<file path="config.mk">
export PLATFORM = sky130hd
export DESIGN_NAME = multicycle_ctrl
export DESIGN_NICKNAME = d
export VERILOG_FILES = /design/src/rtl/multicycle_ctrl.sv
export SDC_FILE = /design/constraint.sdc
export NUM_CORES = 1
export LEC_CHECK = 0
export ABC_AREA = 1
export CAP_MARGIN = 5
export CORE_AREA = 5 5 47 49
export DETAILED_ROUTE_END_ITERATION = 16
export DIE_AREA = 0 0 52 54
export GPL_TIMING_DRIVEN = 0
export PLACE_DENSITY = 0.83
export SLEW_MARGIN = 20
export SYNTH_ARGS = -nofsm -noshare
export SYNTH_HDL_FRONTEND = slang
export SYNTH_SLANG_ARGS = --single-unit
</file>
<file path="constraint.sdc">
create_clock -name clk -period 1.96 [get_ports clk]
set_input_delay 0.392 -clock clk [delete_from_list [all_inputs] [get_ports clk]]
set_output_delay 0.392 -clock clk [all_outputs]
set_load 0.01 [all_outputs]
</file>
<file path="src/rtl/multicycle_ctrl.sv">
// Sequencing FSM for the 64-bit LEGv8 multicycle datapath: register enables,
// mux selects, ALU op, and the shared memory port handshake with a timeout.
module multicycle_ctrl #(
    parameter int TIMEOUT = 16
) (
    input  logic        clk,
    input  logic        reset,
    input  logic [10:0] op,
    input  logic        zero,
    input  logic        mem_ready,
    output logic        pc_we,
    output logic        ir_we,
    output logic        reg_we,
    output logic        mem_read,
    output logic        mem_write,
    output logic        pc_src,
    output logic        alu_src,
    output logic        reg2loc,
    output logic        mem_to_reg,
    output logic [1:0]  alu_op,
    output logic [2:0]  state,
    output logic        retire,
    output logic        halted
);

    localparam logic [2:0] S_FETCH  = 3'd0;
    localparam logic [2:0] S_DECODE = 3'd1;
    localparam logic [2:0] S_EXEC   = 3'd2;
    localparam logic [2:0] S_MEM    = 3'd3;
    localparam logic [2:0] S_WB     = 3'd4;
    localparam logic [2:0] S_HALT   = 3'd7;

    localparam logic [1:0] ALU_ADD  = 2'b00;
    localparam logic [1:0] ALU_PASS = 2'b01;
    localparam logic [1:0] ALU_FUNC = 2'b10;

    localparam int CW = $clog2(TIMEOUT);

    typedef struct packed {
        logic       pc_we;
        logic       ir_we;
        logic       reg_we;
        logic       mem_read;
        logic       mem_write;
        logic       pc_src;
        logic       alu_src;
        logic       reg2loc;
        logic       mem_to_reg;
        logic [1:0] alu_op;
        logic       retire;
        logic       halted;
    } ctrl_t;

    typedef struct packed {
        logic r;
        logic ldur;
        logic stur;
        logic cbz;
        logic b;
    } iclass_t;

    logic [2:0]    state_q, state_nxt;
    logic [CW-1:0] cnt_q;
    logic          waiting;
    logic          expired;
    iclass_t       ic;
    logic          legal;
    ctrl_t         c;

    always_comb begin
        ic.r    = (op == 11'b10001011000) || (op == 11'b11001011000) ||
                  (op == 11'b10001010000) || (op == 11'b10101010000);
        ic.ldur = (op == 11'b11111000010);
        ic.stur = (op == 11'b11111000000);
        ic.cbz  = (op[10:3] == 8'b10110100);
        ic.b    = (op[10:5] == 6'b000101);
        legal   = |ic;
    end

    // A request is outstanding in FETCH, and in MEM for a memory instruction.
    assign waiting = (state_q == S_FETCH) ||
                     ((state_q == S_MEM) && (ic.ldur || ic.stur));
    assign expired = (cnt_q == CW'(TIMEOUT - 1));

    always_comb begin
        c         = '0;
        state_nxt = state_q;
        case (state_q)
            S_FETCH: begin
                c.mem_read = 1'b1;
                if (mem_ready) begin
                    c.ir_we   = 1'b1;
                    c.pc_we   = 1'b1;
                    state_nxt = S_DECODE;
                end else if (expired) begin
                    state_nxt = S_HALT;
                end
            end
            S_DECODE: begin
                c.reg2loc = ic.stur || ic.cbz;
                state_nxt = legal ? S_EXEC : S_HALT;
            end
            S_EXEC: begin
                if (ic.r) begin
                    c.alu_op  = ALU_FUNC;
                    state_nxt = S_WB;
                end else if (ic.ldur || ic.stur) begin
                    c.alu_src = 1'b1;
                    c.alu_op  = ALU_ADD;
                    c.reg2loc = ic.stur;
                    state_nxt = S_MEM;
                end else if (ic.cbz) begin
                    c.reg2loc = 1'b1;
                    c.alu_op  = ALU_PASS;
                    c.retire  = 1'b1;
                    c.pc_we   = zero;
                    c.pc_src  = zero;
                    state_nxt = S_FETCH;
                end else if (ic.b) begin
                    c.pc_we   = 1'b1;
                    c.pc_src  = 1'b1;
                    c.retire  = 1'b1;
                    state_nxt = S_FETCH;
                end else begin
                    state_nxt = S_HALT;
                end
            end
            S_MEM: begin
                if (ic.ldur) begin
                    c.mem_read = 1'b1;
                    c.alu_src  = 1'b1;
                    if (mem_ready)    state_nxt = S_WB;
                    else if (expired) state_nxt = S_HALT;
                end else if (ic.stur) begin
                    c.mem_write = 1'b1;
                    c.alu_src   = 1'b1;
                    c.reg2loc   = 1'b1;
                    if (mem_ready) begin
                        c.retire  = 1'b1;
                        state_nxt = S_FETCH;
                    end else if (expired) begin
                        state_nxt = S_HALT;
                    end
                end else begin
                    state_nxt = S_HALT;
                end
            end
            S_WB: begin
                c.reg_we     = 1'b1;
                c.retire     = 1'b1;
                c.mem_to_reg = ic.ldur;
                state_nxt    = S_FETCH;
            end
            S_HALT: begin
                c.halted  = 1'b1;
                state_nxt = S_HALT;
            end
            default: state_nxt = S_HALT;
        endcase
        // Reset overrides every strobe combinationally, not just at the next edge.
        if (reset) c = '0;
    end

    // Counter is zero outside a wait, so entry to FETCH/MEM always starts clean.
    always_ff @(posedge clk or posedge reset) begin
        if (reset) begin
            state_q <= S_FETCH;
            cnt_q   <= '0;
        end else begin
            state_q <= state_nxt;
            cnt_q   <= (waiting && !mem_ready) ? cnt_q + CW'(1) : '0;
        end
    end

    assign pc_we      = c.pc_we;
    assign ir_we      = c.ir_we;
    assign reg_we     = c.reg_we;
    assign mem_read   = c.mem_read;
    assign mem_write  = c.mem_write;
    assign pc_src     = c.pc_src;
    assign alu_src    = c.alu_src;
    assign reg2loc    = c.reg2loc;
    assign mem_to_reg = c.mem_to_reg;
    assign alu_op     = c.alu_op;
    assign retire     = c.retire;
    assign halted     = c.halted;
    assign state      = state_q;

endmodule

</file>
==> results.sh <==
export IMPL_postRouteAntennaNets=0
export IMPL_grt_setup_unrepaired="true"
export IMPL_vias_per_cell=5.17
export IMPL_cp_arrival_ns=2.10
export IMPL_reg2regPathDepth=9
export IMPL_seq_area_frac_synth_pct=22.7
export IMPL_dr_total_vias=1127
export IMPL_r2r_start="cnt_q[0]$_DFF_PP0_"
export IMPL_synth_seq_cells=7
export IMPL_worstSetupPathType="in2reg"
export IMPL_crit_path_end_kind="flip-flop"
export IMPL_powerDensity_nw_per_um2=346
export IMPL_cp_endpoint="state[2]$_DFF_PP0_"
export IMPL_placementRows=16
export IMPL_min_period_ns=1.97
export IMPL_drive_gt1_share_pct=42.4
export IMPL_cts_tree="yes"
export IMPL_ys_types=22
export IMPL_die_area_um2=2810
export IMPL_first_iter_violations=39
export IMPL_syn_area_per_cell_um2=5.59
export IMPL_fmax_mhz=507
export IMPL_fill_cells=134
export IMPL_skew_ns=0.00430
export IMPL_coreArea_um2=1820
export IMPL_grt_usage_pct=19.9
export IMPL_synth_top_family_by_area="simple AND/OR/NAND/NOR gates"
export IMPL_violations="setup timing"
export IMPL_synth_warnings=0
export IMPL_tightest_slew_ns=0.284
export IMPL_yosys_area_share_simple_pct=53.2
export IMPL_synth_xor_area_share_pct=2.27
export IMPL_dp_hpwl_um=1770
export IMPL_multiInputGateArea_um2=613
export IMPL_final_core_util_pct=72.1
export IMPL_wl_um=3050
export IMPL_io_buffers=30
export IMPL_finalCritPeriodShare_pct=101
export IMPL_root_buffer="clkbuf_4"
export IMPL_globalRoute_totalOverflow=0
export IMPL_cap_viol_max_count=0
export IMPL_leakage_nw=0.648
export IMPL_htreeDepth=1
export IMPL_hold_viol_final=0
export IMPL_area_growth_pct=70.5
export IMPL_dieHeight_um=54
export IMPL_cp_start_kind="input pin"
export IMPL_place_gp_congestion=0.909
export IMPL_grt_pass1_vias=1056
export IMPL_synthesis_area_um2=771
export IMPL_slowest_stage="dlygate4sd2_1"
export IMPL_grt_start_max_net_pins=11
export IMPL_reg2reg_to="state[2]$_DFF_PP0_"
export IMPL_seq_area_um2=178
export IMPL_regToRegSetupSlack_ns=0.49
export IMPL_max_slew_margin_pct=81.0
export IMPL_setup_viol=1
export IMPL_n_antenna_cell=0
export IMPL_io_pins=31
export IMPL_path_clk_slew_ns=0.06
export IMPL_setup_ws_ns=-0.0106
export IMPL_grt_pass1_wl_um=4250
export IMPL_drc_errors=0
export IMPL_start_util_pct=42.3
export IMPL_startpoint="op[2]"
export IMPL_outcome="complete, but fails checks"
export IMPL_synth_compound_area_share_pct=7.47
export IMPL_synthAdderAreaFrac_pct=1.62
export IMPL_synthMuxAreaShare_pct=0
export IMPL_avgRoutedWirePerCell_um=14.0
export IMPL_syn_nets=154
export IMPL_fin_nets=208
export IMPL_antenna_found_initial=0
export IMPL_cp_common_cell="buf_4"
export IMPL_min_from="cnt_q[0]$_DFF_PP0_"
export IMPL_slowest_delay_ns=0.27
export IMPL_path_max_fanout=3
export IMPL_die_x_um=52
export IMPL_postCtsHoldBufs=0
export IMPL_cts_sinks=7
export IMPL_placedCellCount=195
export IMPL_clockBufferDepth=2
export IMPL_crit_chain="dlygate4sd2_1 -> inv_2 -> nand2_2 -> nor2_4 -> nand3_2 -> buf_4 -> buf_4 -> buf_4 -> buf_4 -> buf_4 -> nand3_2 -> nand2_1 -> nor2_2 -> nand3_1"
export IMPL_netlist_instances=138
export IMPL_firstDrtPassIters=5
export IMPL_required_ns=2.09
export IMPL_instances_no_fill=218
export IMPL_report_final_slew_viol_count=0
export IMPL_insertion_delay_ns=0.26
export IMPL_hold_path_class="reg2reg"
export IMPL_cts_inserted_buffers=3
export IMPL_ir_drop_mv=0.418
## cell type report
class | instances | share of cell area, %
tap | 27 | 2.57
multi-input combinational | 105 | 46.7
buffer | 1 | 0.571
inverter | 25 | 7.43
sequential | 7 | 13.5
timing repair buffer | 49 | 27.1
clock buffer | 3 | 1.71
clock inverter | 1 | 0.381
## worst max-delay path: cells and delay by family
family / cells / cell delay [ns]
buf+inv: 7 / 1.01
simple gates: 7 / 0.69
## power breakdown
group | leakage, nW | switching (mW) | internal, mW | total [mW]
registers | 0.0818 | 0.0113 | 0.151 | 0.162
clock network | 0.0177 | 0.0581 | 0.0748 | 0.133
logic | 0.549 | 0.0928 | 0.0662 | 0.159
## cells by family after synthesis
logic type | after synthesis
and+or+nand+nor | 92
DFF | 7
AOI/OAI and AO/OA | 10
buffers and inverters | 26
xor gates and xnor gates | 2
adders and majority gates | 1
## sequential cells by signal (all words and copies together) (netlist names)
| name | count |
|---|---|
| cnt_q | 4 |
| state | 3 |
## through the flow
stage / total power, mW / area (um2) / hold WS [ns] / setup slack (ns) / setup TNS [ns]
2_1_floorplan: 0.225 / 771 / 0.425 / 0.354 / 0
3_3_place_gp: 0.285 / 1100 / 0.447 / -0.642 / -5.93
3_5_place_dp: 0.289 / 1100 / 0.452 / -0.644 / -5.93
4_1_cts: 0.428 / 1230 / 0.459 / -0.0627 / -0.130
5_1_grt: 0.484 / 1310 / 0.485 / -0.0983 / -0.300
6_report: 0.454 / 1310 / 0.459 / -0.0106 / -0.0106
## cells in the final DEF (no fill, tap or decap), types with 5 or more instances in the layout
master            n
dfrtp_1           5
buf_2             6
clkbuf_2         10
inv_2             7
buf_4            19
nand3_1          10
inv_1            17
nand3_2           5
clkdlybuf4s50_1   6
dlygate4sd2_1     5
nand2_1          28
nor2_4            7
nor2_2            7
nor2_1           19
nand2_2           6
## how the worst min path moves through the flow
stage                    endpoint  cells after the start  slack, ns
6_report       cnt_q[0]$_DFF_PP0_                      1       0.46
5_1_grt        cnt_q[0]$_DFF_PP0_                      1       0.48
4_1_cts        cnt_q[0]$_DFF_PP0_                      1       0.46
3_5_place_dp   cnt_q[0]$_DFF_PP0_                      1       0.45
3_3_place_gp   cnt_q[0]$_DFF_PP0_                      1       0.45
2_1_floorplan  cnt_q[0]$_DFF_PP0_                      2       0.43
## timing repair
item                                    4_1_cts  5_1_grt
gates resized for setup                      65       46
endpoints found under the setup margin       13       13
pin swaps                                    12       15
buffers inserted                             11        8
## layer usage
metal	vias to the layer above	track usage, %	share of wire (%)
met5	-	0	0
met4	0	4.37	3.5
met3	12	6.93	8.7
met2	81	34.5	49
met1	495	23.5	39
li1	539	-	-
## cells in the mapped netlist, drive strengths merged
cell type | n | area, um2
a211oi | 1 | 7.51
a21oi | 2 | 10.0
a31oi | 2 | 12.5
clkbuf | 1 | 3.75
dfrtp | 7 | 175
ha | 1 | 12.5
inv | 25 | 93.8
nand2 | 34 | 133
nand3 | 15 | 75.1
nand4 | 3 | 18.8
nor2 | 33 | 131
nor3 | 6 | 46.3
o21ai | 4 | 20.0
o21bai | 1 | 7.51
or2 | 1 | 6.26
xnor2 | 1 | 8.76
xor2 | 1 | 8.76
Power figures use the tool's default switching activity.
